`config.mk`:
```
export PLATFORM = sky130hd
export DESIGN_NAME = alu_share_ctrl_flat
export DESIGN_NICKNAME = d
export VERILOG_FILES = /design/src/rtl/alu_pkg.sv /design/src/rtl/alu_share_ctrl_if.sv /design/src/rtl/alu_share_ctrl_rr_arb2.sv /design/src/rtl/alu_share_ctrl.sv /design/src/flat_wrapper.sv
export SDC_FILE = /design/constraint.sdc
export NUM_CORES = 1
export LEC_CHECK = 0
export CORE_MARGIN = 2
export CORE_UTILIZATION = 32
export CTS_CLUSTER_DIAMETER = 120
export DETAILED_ROUTE_END_ITERATION = 7
export GPL_TIMING_DRIVEN = 1
export PLACE_DENSITY_LB_ADDON = 0.15
export RECOVER_POWER = 100
export SYNTH_ARGS = -nofsm -noshare
export SYNTH_HDL_FRONTEND = slang
export SYNTH_SLANG_ARGS = --single-unit
```
`constraint.sdc`:
```
create_clock -name clk -period 2.95 [get_ports clk]
set_input_delay 0.59 -clock clk [delete_from_list [all_inputs] [get_ports clk]]
set_output_delay 0.59 -clock clk [all_outputs]
set_load 0.1 [all_outputs]
```
`src/rtl/alu_pkg.sv`:
```
// Shared ALU op codes and controller state encoding; used by the share
// controller, the op decoder and the ALU itself.
package alu_pkg;

    typedef enum logic [2:0] {
        OP_ADD = 3'd0,
        OP_SUB = 3'd1,
        OP_AND = 3'd2,
        OP_OR  = 3'd3,
        OP_SLT = 3'd4,
        OP_MUL = 3'd5,
        OP_DIV = 3'd6,
        OP_ILL = 3'd7
    } alu_op_e;

    typedef enum logic [1:0] {
        IDLE = 2'd0,
        EXEC = 2'd1,
        RESP = 2'd2
    } state_e;

    function automatic logic is_illegal(input logic [2:0] op);
        return op == OP_ILL;
    endfunction

    function automatic logic is_multi_cycle(input logic [2:0] op);
        return (op == OP_MUL) || (op == OP_DIV);
    endfunction

endpackage

```
`src/rtl/alu_share_ctrl_if.sv`:
```
// Request/response bundle between the two ALU requesters and the share
// controller. Requester-side signals carry a 0/1 suffix per port.
interface alu_share_ctrl_if #(
    parameter int WIDTH = 16
);
    logic [1:0]       req_valid;
    logic [1:0]       req_ready;
    logic [2:0]       req_op0;
    logic [2:0]       req_op1;
    logic [WIDTH-1:0] req_a0;
    logic [WIDTH-1:0] req_a1;
    logic [WIDTH-1:0] req_b0;
    logic [WIDTH-1:0] req_b1;

    logic [1:0]       rsp_valid;
    logic [1:0]       rsp_ready;
    logic [WIDTH-1:0] rsp_result;
    logic             rsp_zero;
    logic             rsp_err;

    modport master (
        output req_valid, req_op0, req_op1, req_a0, req_a1, req_b0, req_b1,
        output rsp_ready,
        input  req_ready,
        input  rsp_valid, rsp_result, rsp_zero, rsp_err
    );

    modport slave (
        input  req_valid, req_op0, req_op1, req_a0, req_a1, req_b0, req_b1,
        input  rsp_ready,
        output req_ready,
        output rsp_valid, rsp_result, rsp_zero, rsp_err
    );

endinterface

```
`src/rtl/alu_share_ctrl_rr_arb2.sv`:
```
// Two-way round-robin grant: a lone requester always wins, on contention
// the one that was not granted last wins.
module rr_arb2 (
    input  logic [1:0] req_i,
    input  logic       last_grant_i,
    output logic [1:0] gnt_o
);

    always_comb begin
        gnt_o = req_i;
        if (req_i == 2'b11) begin
            gnt_o = last_grant_i ? 2'b01 : 2'b10;
        end
    end

endmodule

```
`src/rtl/alu_share_ctrl.sv`:
```
// Shares one combinational ALU between two requesters; one op in flight,
// operands held for an op-dependent count, result returned on a response handshake.
module alu_share_ctrl
    import alu_pkg::*;
#(
    parameter int WIDTH   = 16,
    parameter int MUL_CYC = 2,
    parameter int DIV_CYC = 4
) (
    input  logic             clk,
    input  logic             rst_n,
    alu_share_ctrl_if.slave  bus,
    output logic [WIDTH-1:0] alu_rt_o,
    output logic [WIDTH-1:0] alu_rd_o,
    output logic [2:0]       alu_ctrl_o,
    input  logic [WIDTH-1:0] alu_result_i,
    input  logic             alu_zero_i,
    output logic             busy_o
);

    localparam int CNT_MAX = (MUL_CYC > DIV_CYC) ? MUL_CYC : DIV_CYC;
    localparam int CNT_W   = $clog2(CNT_MAX + 1);

    state_e           state_q;
    logic             last_grant_q;
    logic             owner_q;
    logic [CNT_W-1:0] cnt_q;
    logic [WIDTH-1:0] alu_rt_q;
    logic [WIDTH-1:0] alu_rd_q;
    logic [2:0]       alu_ctrl_q;
    logic [1:0]       rsp_valid_q;
    logic [WIDTH-1:0] rsp_result_q;
    logic             rsp_zero_q;
    logic             rsp_err_q;

    logic [1:0]       gnt;
    logic [1:0]       req_ready_d;
    logic             accept;
    logic             sel;
    logic [2:0]       sel_op;
    logic [WIDTH-1:0] sel_a;
    logic [WIDTH-1:0] sel_b;
    logic             sel_div0;
    logic [CNT_W-1:0] cnt_d;

    rr_arb2 u_arb (
        .req_i        (bus.req_valid),
        .last_grant_i (last_grant_q),
        .gnt_o        (gnt)
    );

    // Ready only ever reaches the granted requester, and only while idle.
    assign req_ready_d = (state_q == IDLE && rst_n) ? gnt : 2'b00;
    assign accept      = |(bus.req_valid & req_ready_d);
    assign sel         = req_ready_d[1];
    assign sel_op      = sel ? bus.req_op1 : bus.req_op0;
    assign sel_a       = sel ? bus.req_a1  : bus.req_a0;
    assign sel_b       = sel ? bus.req_b1  : bus.req_b0;
    assign sel_div0    = (sel_op == OP_DIV) && (sel_b == '0);

    always_comb begin
        cnt_d = CNT_W'(1);
        if (is_multi_cycle(sel_op)) begin
            cnt_d = (sel_op == OP_MUL) ? CNT_W'(MUL_CYC) : CNT_W'(DIV_CYC);
        end
    end

    always_ff @(posedge clk or negedge rst_n) begin
        if (!rst_n) begin
            state_q      <= IDLE;
            last_grant_q <= 1'b1;
            owner_q      <= 1'b0;
            cnt_q        <= '0;
            alu_rt_q     <= '0;
            alu_rd_q     <= '0;
            alu_ctrl_q   <= '0;
            rsp_valid_q  <= '0;
            rsp_result_q <= '0;
            rsp_zero_q   <= 1'b0;
            rsp_err_q    <= 1'b0;
        end else begin
            case (state_q)
                IDLE: begin
                    if (accept) begin
                        last_grant_q <= sel;
                        owner_q      <= sel;
                        // Error ops answer straight away and leave the ALU inputs untouched.
                        if (is_illegal(sel_op)) begin
                            rsp_result_q <= '0;
                            rsp_zero_q   <= 1'b1;
                            rsp_err_q    <= 1'b1;
                            rsp_valid_q  <= {sel, ~sel};
                            state_q      <= RESP;
                        end else if (sel_div0) begin
                            rsp_result_q <= '1;
                            rsp_zero_q   <= 1'b0;
                            rsp_err_q    <= 1'b1;
                            rsp_valid_q  <= {sel, ~sel};
                            state_q      <= RESP;
                        end else begin
                            alu_rt_q   <= sel_a;
                            alu_rd_q   <= sel_b;
                            alu_ctrl_q <= sel_op;
                            cnt_q      <= cnt_d;
                            state_q    <= EXEC;
                        end
                    end
                end
                EXEC: begin
                    if (cnt_q == CNT_W'(1)) begin
                        rsp_result_q <= alu_result_i;
                        rsp_zero_q   <= alu_zero_i;
                        rsp_err_q    <= 1'b0;
                        rsp_valid_q  <= {owner_q, ~owner_q};
                        state_q      <= RESP;
                    end else begin
                        cnt_q <= cnt_q - CNT_W'(1);
                    end
                end
                RESP: begin
                    if (bus.rsp_ready[owner_q]) begin
                        rsp_valid_q <= '0;
                        state_q     <= IDLE;
                    end
                end
                default: state_q <= IDLE;
            endcase
        end
    end

    assign bus.req_ready  = req_ready_d;
    assign bus.rsp_valid  = rsp_valid_q;
    assign bus.rsp_result = rsp_result_q;
    assign bus.rsp_zero   = rsp_zero_q;
    assign bus.rsp_err    = rsp_err_q;
    assign alu_rt_o       = alu_rt_q;
    assign alu_rd_o       = alu_rd_q;
    assign alu_ctrl_o     = alu_ctrl_q;
    assign busy_o         = (state_q != IDLE);

endmodule

```
`src/flat_wrapper.sv`:
```
// flat-port wrapper written by rule: the top's interface ports become plain ports
module alu_share_ctrl_flat import alu_pkg::*;
#(
    parameter int WIDTH   = 16,
    parameter int MUL_CYC = 2,
    parameter int DIV_CYC = 4
)
  (clk, rst_n, alu_rt_o, alu_rd_o, alu_ctrl_o, alu_result_i, alu_zero_i, busy_o, bus_req_valid, bus_req_op0, bus_req_op1, bus_req_a0, bus_req_a1, bus_req_b0, bus_req_b1, bus_rsp_ready, bus_req_ready, bus_rsp_valid, bus_rsp_result, bus_rsp_zero, bus_rsp_err);
  alu_share_ctrl_if #(.WIDTH(WIDTH)) bus_i ();
  input  logic clk;
  input  logic rst_n;
  output logic [WIDTH-1:0] alu_rt_o;
  output logic [WIDTH-1:0] alu_rd_o;
  output logic [2:0] alu_ctrl_o;
  input  logic [WIDTH-1:0] alu_result_i;
  input  logic alu_zero_i;
  output logic busy_o;
  input wire logic [$bits(bus_i.req_valid)-1:0] bus_req_valid;
  input wire logic [$bits(bus_i.req_op0)-1:0] bus_req_op0;
  input wire logic [$bits(bus_i.req_op1)-1:0] bus_req_op1;
  input wire logic [$bits(bus_i.req_a0)-1:0] bus_req_a0;
  input wire logic [$bits(bus_i.req_a1)-1:0] bus_req_a1;
  input wire logic [$bits(bus_i.req_b0)-1:0] bus_req_b0;
  input wire logic [$bits(bus_i.req_b1)-1:0] bus_req_b1;
  input wire logic [$bits(bus_i.rsp_ready)-1:0] bus_rsp_ready;
  output wire logic [$bits(bus_i.req_ready)-1:0] bus_req_ready;
  output wire logic [$bits(bus_i.rsp_valid)-1:0] bus_rsp_valid;
  output wire logic [$bits(bus_i.rsp_result)-1:0] bus_rsp_result;
  output wire logic [$bits(bus_i.rsp_zero)-1:0] bus_rsp_zero;
  output wire logic [$bits(bus_i.rsp_err)-1:0] bus_rsp_err;
  assign bus_i.req_valid = bus_req_valid;
  assign bus_i.req_op0 = bus_req_op0;
  assign bus_i.req_op1 = bus_req_op1;
  assign bus_i.req_a0 = bus_req_a0;
  assign bus_i.req_a1 = bus_req_a1;
  assign bus_i.req_b0 = bus_req_b0;
  assign bus_i.req_b1 = bus_req_b1;
  assign bus_i.rsp_ready = bus_rsp_ready;
  assign bus_req_ready = bus_i.req_ready;
  assign bus_rsp_valid = bus_i.rsp_valid;
  assign bus_rsp_result = bus_i.rsp_result;
  assign bus_rsp_zero = bus_i.rsp_zero;
  assign bus_rsp_err = bus_i.rsp_err;
  alu_share_ctrl #(.WIDTH(WIDTH), .MUL_CYC(MUL_CYC), .DIV_CYC(DIV_CYC)) u_core (.clk(clk), .rst_n(rst_n), .bus(bus_i), .alu_rt_o(alu_rt_o), .alu_rd_o(alu_rd_o), .alu_ctrl_o(alu_ctrl_o), .alu_result_i(alu_result_i), .alu_zero_i(alu_zero_i), .busy_o(busy_o));
endmodule
```
# Word-level counts from Yosys, hierarchy flattened
# Index checks and enable logic that the tools add are counted.
dict set report totals {
  elab_cells 88
  ff_bits 62
  in_bits 93
  output_inout_bits 58
}
dict set report op_classes {
  bitwise_logic 5
  n_addsub 1
  mux 41
  eq_ne 14
  reduce_logical 15
  magnitude_cmp 1
}
# op n
set op_table {}
lappend op_table {{$mux W16} 6}
lappend op_table {{$pmux W16 S2} 1}
lappend op_table {{$mux W2} 12}
lappend op_table {{$mux W3} 7}
lappend op_table {{$logic_not A16 Y1} 1}
lappend op_table {{$pmux W2 S3} 2}
lappend op_table {{$mux W1} 10}
lappend op_table {{$reduce_and A5 Y1} 2}
lappend op_table {{$eq A3 B3 Y1 const B} 3}
lappend op_table {{$reduce_and A4 Y1} 2}
lappend op_table {{$ne A2 B1 Y1 const B} 3}
lappend op_table {{$ne A2 B2 Y1 const B} 3}
lappend op_table {{$pmux W3 S2} 1}
lappend op_table {{$eq A2 B2 Y1 const B} 2}
lappend op_table {{$not A1 Y1} 4}
lappend op_table {{$pmux W1 S2} 2}
lappend op_table {{$reduce_bool A2 Y1} 2}
lappend op_table {{$eq A3 B1 Y1 const B} 1}
lappend op_table {{$ne A3 B2 Y1 const B} 1}
lappend op_table {{$reduce_and A3 Y1} 1}
lappend op_table {{$reduce_bool A3 Y1} 1}
lappend op_table {{$sub A3 B1 Y3 const B} 1}
lappend op_table {{$and A2 B2 Y2} 1}
lappend op_table {{$eq A2 B1 Y1 const B} 1}
lappend op_table {{6 further kinds} 7}

# Logic depth before layout (Yosys ltp)
dict set report depth {
  ltp_word 11
  ltp_mapped 11
  ltp_nobuf 9
}

# By module
# From an unflattened synthesis, not the netlist that was laid out.
dict set report unflattened {
  cells_unflattened 369
  hier_area_um2 3220.6
}
# mod cells_per_inst seq_area_each_um2 area_each_um2 n_inst
set modules_own_cells {}
lappend modules_own_cells {alu_share_ctrl 366 1552.7 3201.8 1}
lappend modules_own_cells {rr_arb2 3 0.0 18.8 1}

# Worst setup path after synthesis
# Ideal clock, no wire load.
dict set report synth_timing {
  kind {flip-flop to output port}
  startpoint {reg u_core.state_q[0]}
  endpoint {out bus_req_ready[1]}
  arrival_ps 2419
  n_path_buf 3
  setup_slack_ps -59
  stages_incl_launch_ff 9
  t_required_ps 2360
  path_cell_list {dfrtp_1 inv_1 ha_1 nand3_1 nand2b_1 buf_2 inv_1 clkbuf_1 clkbuf_1}
}
dict set report synth_between {
  elab_chain_len 3
}
# item line
set synth_lines {}
lappend synth_lines {{from (decl)} alu_share_ctrl.sv:24} ;# state_e state_q;
lappend synth_lines {{from (signal assigned)} alu_share_ctrl.sv:70} ;# state_q <= IDLE;
lappend synth_lines {{from (signal assigned)} alu_share_ctrl.sv:93} ;# state_q <= RESP;
lappend synth_lines {{from (signal assigned)} alu_share_ctrl.sv:99} ;# state_q <= RESP;
lappend synth_lines {{$logic_not A2 Y1} alu_share_ctrl.sv:53} ;# assign req_ready_d = (state_q == IDLE && rst_n) ? gnt : 2'b00;
lappend synth_lines {{$logic_and A1 B1 Y1} alu_share_ctrl.sv:53}
lappend synth_lines {{$mux W2} alu_share_ctrl.sv:53}
lappend synth_lines {{to (decl)} flat_wrapper.sv:26} ;# output wire logic [$bits(bus_i.req_ready)-1:0] bus_req_ready;
# No other way between the ends.

# Final worst setup path
dict set report layout_timing {
  startpoint {reg u_core.state_q[0]}
  endpoint {out busy_o}
}
dict set report layout_between {
  elab_chain_len 1
}
# item line
set layout_lines {}
lappend layout_lines {{$reduce_bool A2 Y1} alu_share_ctrl.sv:139} ;# assign busy_o = (state_q != IDLE);
lappend layout_lines {{to (decl)} flat_wrapper.sv:17} ;# output logic busy_o;
# No other way between the ends.

==> run_results.csv <==
group,metric,value,unit
clock_network,cts_root_buf,"clkbuf_8",
yosys,ys.flop_type,"dfrtp_1",
timing,rsz0062_at_grt,"no",
routing,drc,0,
clock_network,tritoncts,"yes",
cells_and_area,final_core_util,0.4833,
run,maxCapViolations,0,
routing,num_vias,3185,
setup_path,timing_worst_setup_path_type,"flip-flop to output pin",
status,outcome,"completed",
setup_path,worstReg2RegStart,"u_core.state_q[0]",
global_routing,grt_pass1_vias,3116,
timing,hold_viol_final,0,
timing,finalSetupViolations,0,
timing,fin_worst_skew,0.008891,ns
floorplanning,die_width,103.3,um
global_routing,grt_usage,0.1778,
floorplanning,io_pins,151,
setup_path,worstPathRequired,2.36,ns
routing,ant_nets,0,
floorplanning,start_util,0.3258,
cells_and_area,fill_cells,1015,
cells_and_area,layout.nets,621,
placement,dp_hpwl,6829,um
clock_network,clock_sinks,62,
clock_network,ctsHoldBuffers,0,
yosys,synth_cell_types,39,
cells_and_area,drive_above_1_share,0.06831,
setup_path,ff2ff_setup_slack,0.48,ns
cells_and_area,area_delta_synth_final,48.33,%
global_routing,grt_pass1_wl,14660,um
timing,drv_slew,0,
clock_network,htree_levels,3,
routing,totalWireLength,9168,um
timing,fmax,0.3862,GHz
routing,dr.pass1.iters,4,
yosys,seq_area_frac_synth,0.4921,
yosys,synth-seq-cells,62,
yosys,avgSynthCellArea,8.460,sq um
routing,drt_iter0_markers,85,
floorplanning,core_area,0.009684,sq mm
yosys,syn_nets,472,
cells_and_area,fin_cells,660,
cells_and_area,antenna_cells,0,
placement,io_buffer_count,150,
yosys,synthArstFlopShare,1.000,
setup_path,critPathMaxFanout,12,
clock_network,cts_max_path_buffers,2,
clock_network,cts_made_buffers,9,
placement,place_inst,644,
setup_path,cp.arrival,2.00,ns
placement,place.gp.congestion,0.8742,
routing,wl_per_cell,13.89,um
clock_network,clock_latency,0.34,ns
hold_path,hp-class,"input port to asynchronous set/reset pin",
timing,relSlewSlack,0.1917,
yosys,synth_area,0.003156,sq mm
setup_path,critPathLaunchType,"flip-flop",
timing,period_needed,2.589,ns
global_routing,grt_max_degree,55,
yosys,yosys_warnings,0,
global_routing,grt_overflow,0,
yosys,synth-edff-count,0,
setup_path,r2r-end,"u_core.alu_rd_o[6]",
clock_network,post_cts_buffers,0,
clock_network,post_cts_resized,0,
floorplanning,rows,36,
timing,fin_setup_tns,0,ns
setup_path,r2r_cells,9,
timing,tightest_slew,1.218,ns
yosys,synth_cells,373,
floorplanning,die_y,103.3,um
global_routing,antenna_found_initial,0,
floorplanning,die-area,0.01067,sq mm
timing,finalCritPeriodShare,0.8777,
clock_network,clk_pin_slew,0.08,ns
routing,vias_per_cell,4.826,
setup_path,end_kind,"output pin",
## synth_stat cells, drive strengths merged, types with 4 or more instances
cell    number  area share
inv         12       0.014
nand3        4      0.0063
nor2        40       0.048
nor4         8       0.016
clkbuf      13       0.016
o21ai       23       0.036
dfrtp       61        0.48
a21oi       23       0.040
a31oi       40       0.084
buf         12       0.022
nor3         6      0.0095
ha           6       0.024
nand2       94        0.11
## flip-flops by register name, summed over array words and instances (netlist names)
signal / cells
u_core.owner_q: 1
u_core.bus.rsp_result: 16
u_core.cnt_q: 3
u_core.bus.rsp_err: 1
u_core.alu_rd_o: 16
u_core.alu_rt_o: 16
u_core.last_grant_q: 1
u_core.bus.rsp_valid: 2
u_core.state_q: 2
u_core.bus.rsp_zero: 1
u_core.alu_ctrl_o: 3
## placed cells by master (no fill, tap or decap), drive strengths merged, types with 3 or more instances in the layout
master,Yosys,final
nand2,94,94
clkdlybuf4s50,0,91
clkbuf,13,69
dfrtp,61,61
nor2,40,40
a31oi,40,40
a21oi,23,23
o21ai,23,23
inv,12,13
buf,12,12
nor4,8,8
nor3,6,6
ha,6,6
nand3,4,4
clkinv,0,4
nand3b,3,3
mux2i,3,3
## critical path, cell delays in order (launching register included)
cell and delay, ns:
dfrtp_1 0.42, inv_1 0.11, ha_1 0.17, clkbuf_1 0.39
inv_1 0.17, clkbuf_2 0.40
## logic make-up (layout without fill, tap and decap cells)
| kind of cell | count (synthesis) | count (layout) | synth area share |
|---|---|---|---|
| simple gates | 161 | 161 | 0.2109 |
| compound gates | 101 | 101 | 0.2022 |
| flops | 62 | 62 | 0.4921 |
| buf+inv | 37 | 191 | 0.05234 |
| fa+ha+maj | 6 | 6 | 0.02379 |
| mux | 4 | 4 | 0.01308 |
| xor+xnor | 2 | 2 | 0.005552 |
## how the worst max path moves through the flow
stage / from / to / slack [ns] / depth (start not counted)
2_1_floorplan: u_core.state_q[0] / bus_req_ready[1] / 0.41 / 8
3_3_place_gp: bus_req_b0[0] / u_core.bus.rsp_zero / 0.29 / 7
3_5_place_dp: bus_req_valid[1] / u_core.alu_rt_o[1] / 0.24 / 8
4_1_cts: bus_req_valid[1] / bus_req_ready[1] / 0.37 / 5
5_1_grt: u_core.state_q[0] / busy_o / 0.21 / 5
6_report: u_core.state_q[0] / busy_o / 0.36 / 5
## through the flow
stage,worst slack (ns),area (sq um),hold WS (ns)
4_1_cts,0.3689,4901,0.2270
5_1_grt,0.2106,4681,0.3180
3_5_place_dp,0.2352,4703,0.4692
3_3_place_gp,0.2903,4703,0.4654
2_1_floorplan,0.4109,3157,0.2944
6_report,0.3609,4681,0.2786
## per-layer routing
layer  global-route usage  share of wire
met2               0.3052           0.49
met5                    0              0
met1               0.2116           0.43
met3              0.06116          0.076
met4              0.05263          0.011
## cell type report
type	count	area [sq um]	share of cell area
Sequential cell	62	1553	0.3317
Multi-Input combinational cell	274	1440	0.3077
Timing Repair Buffer	163	1279	0.2732
Tap cell	133	166.4	0.03555
Clock buffer	9	123.9	0.02646
Clock inverter	7	73.82	0.01577
Inverter	12	45.04	0.009623
Power is not shown: default switching activity piles up to over one toggle a cycle in this logic, so the estimate is an artifact.
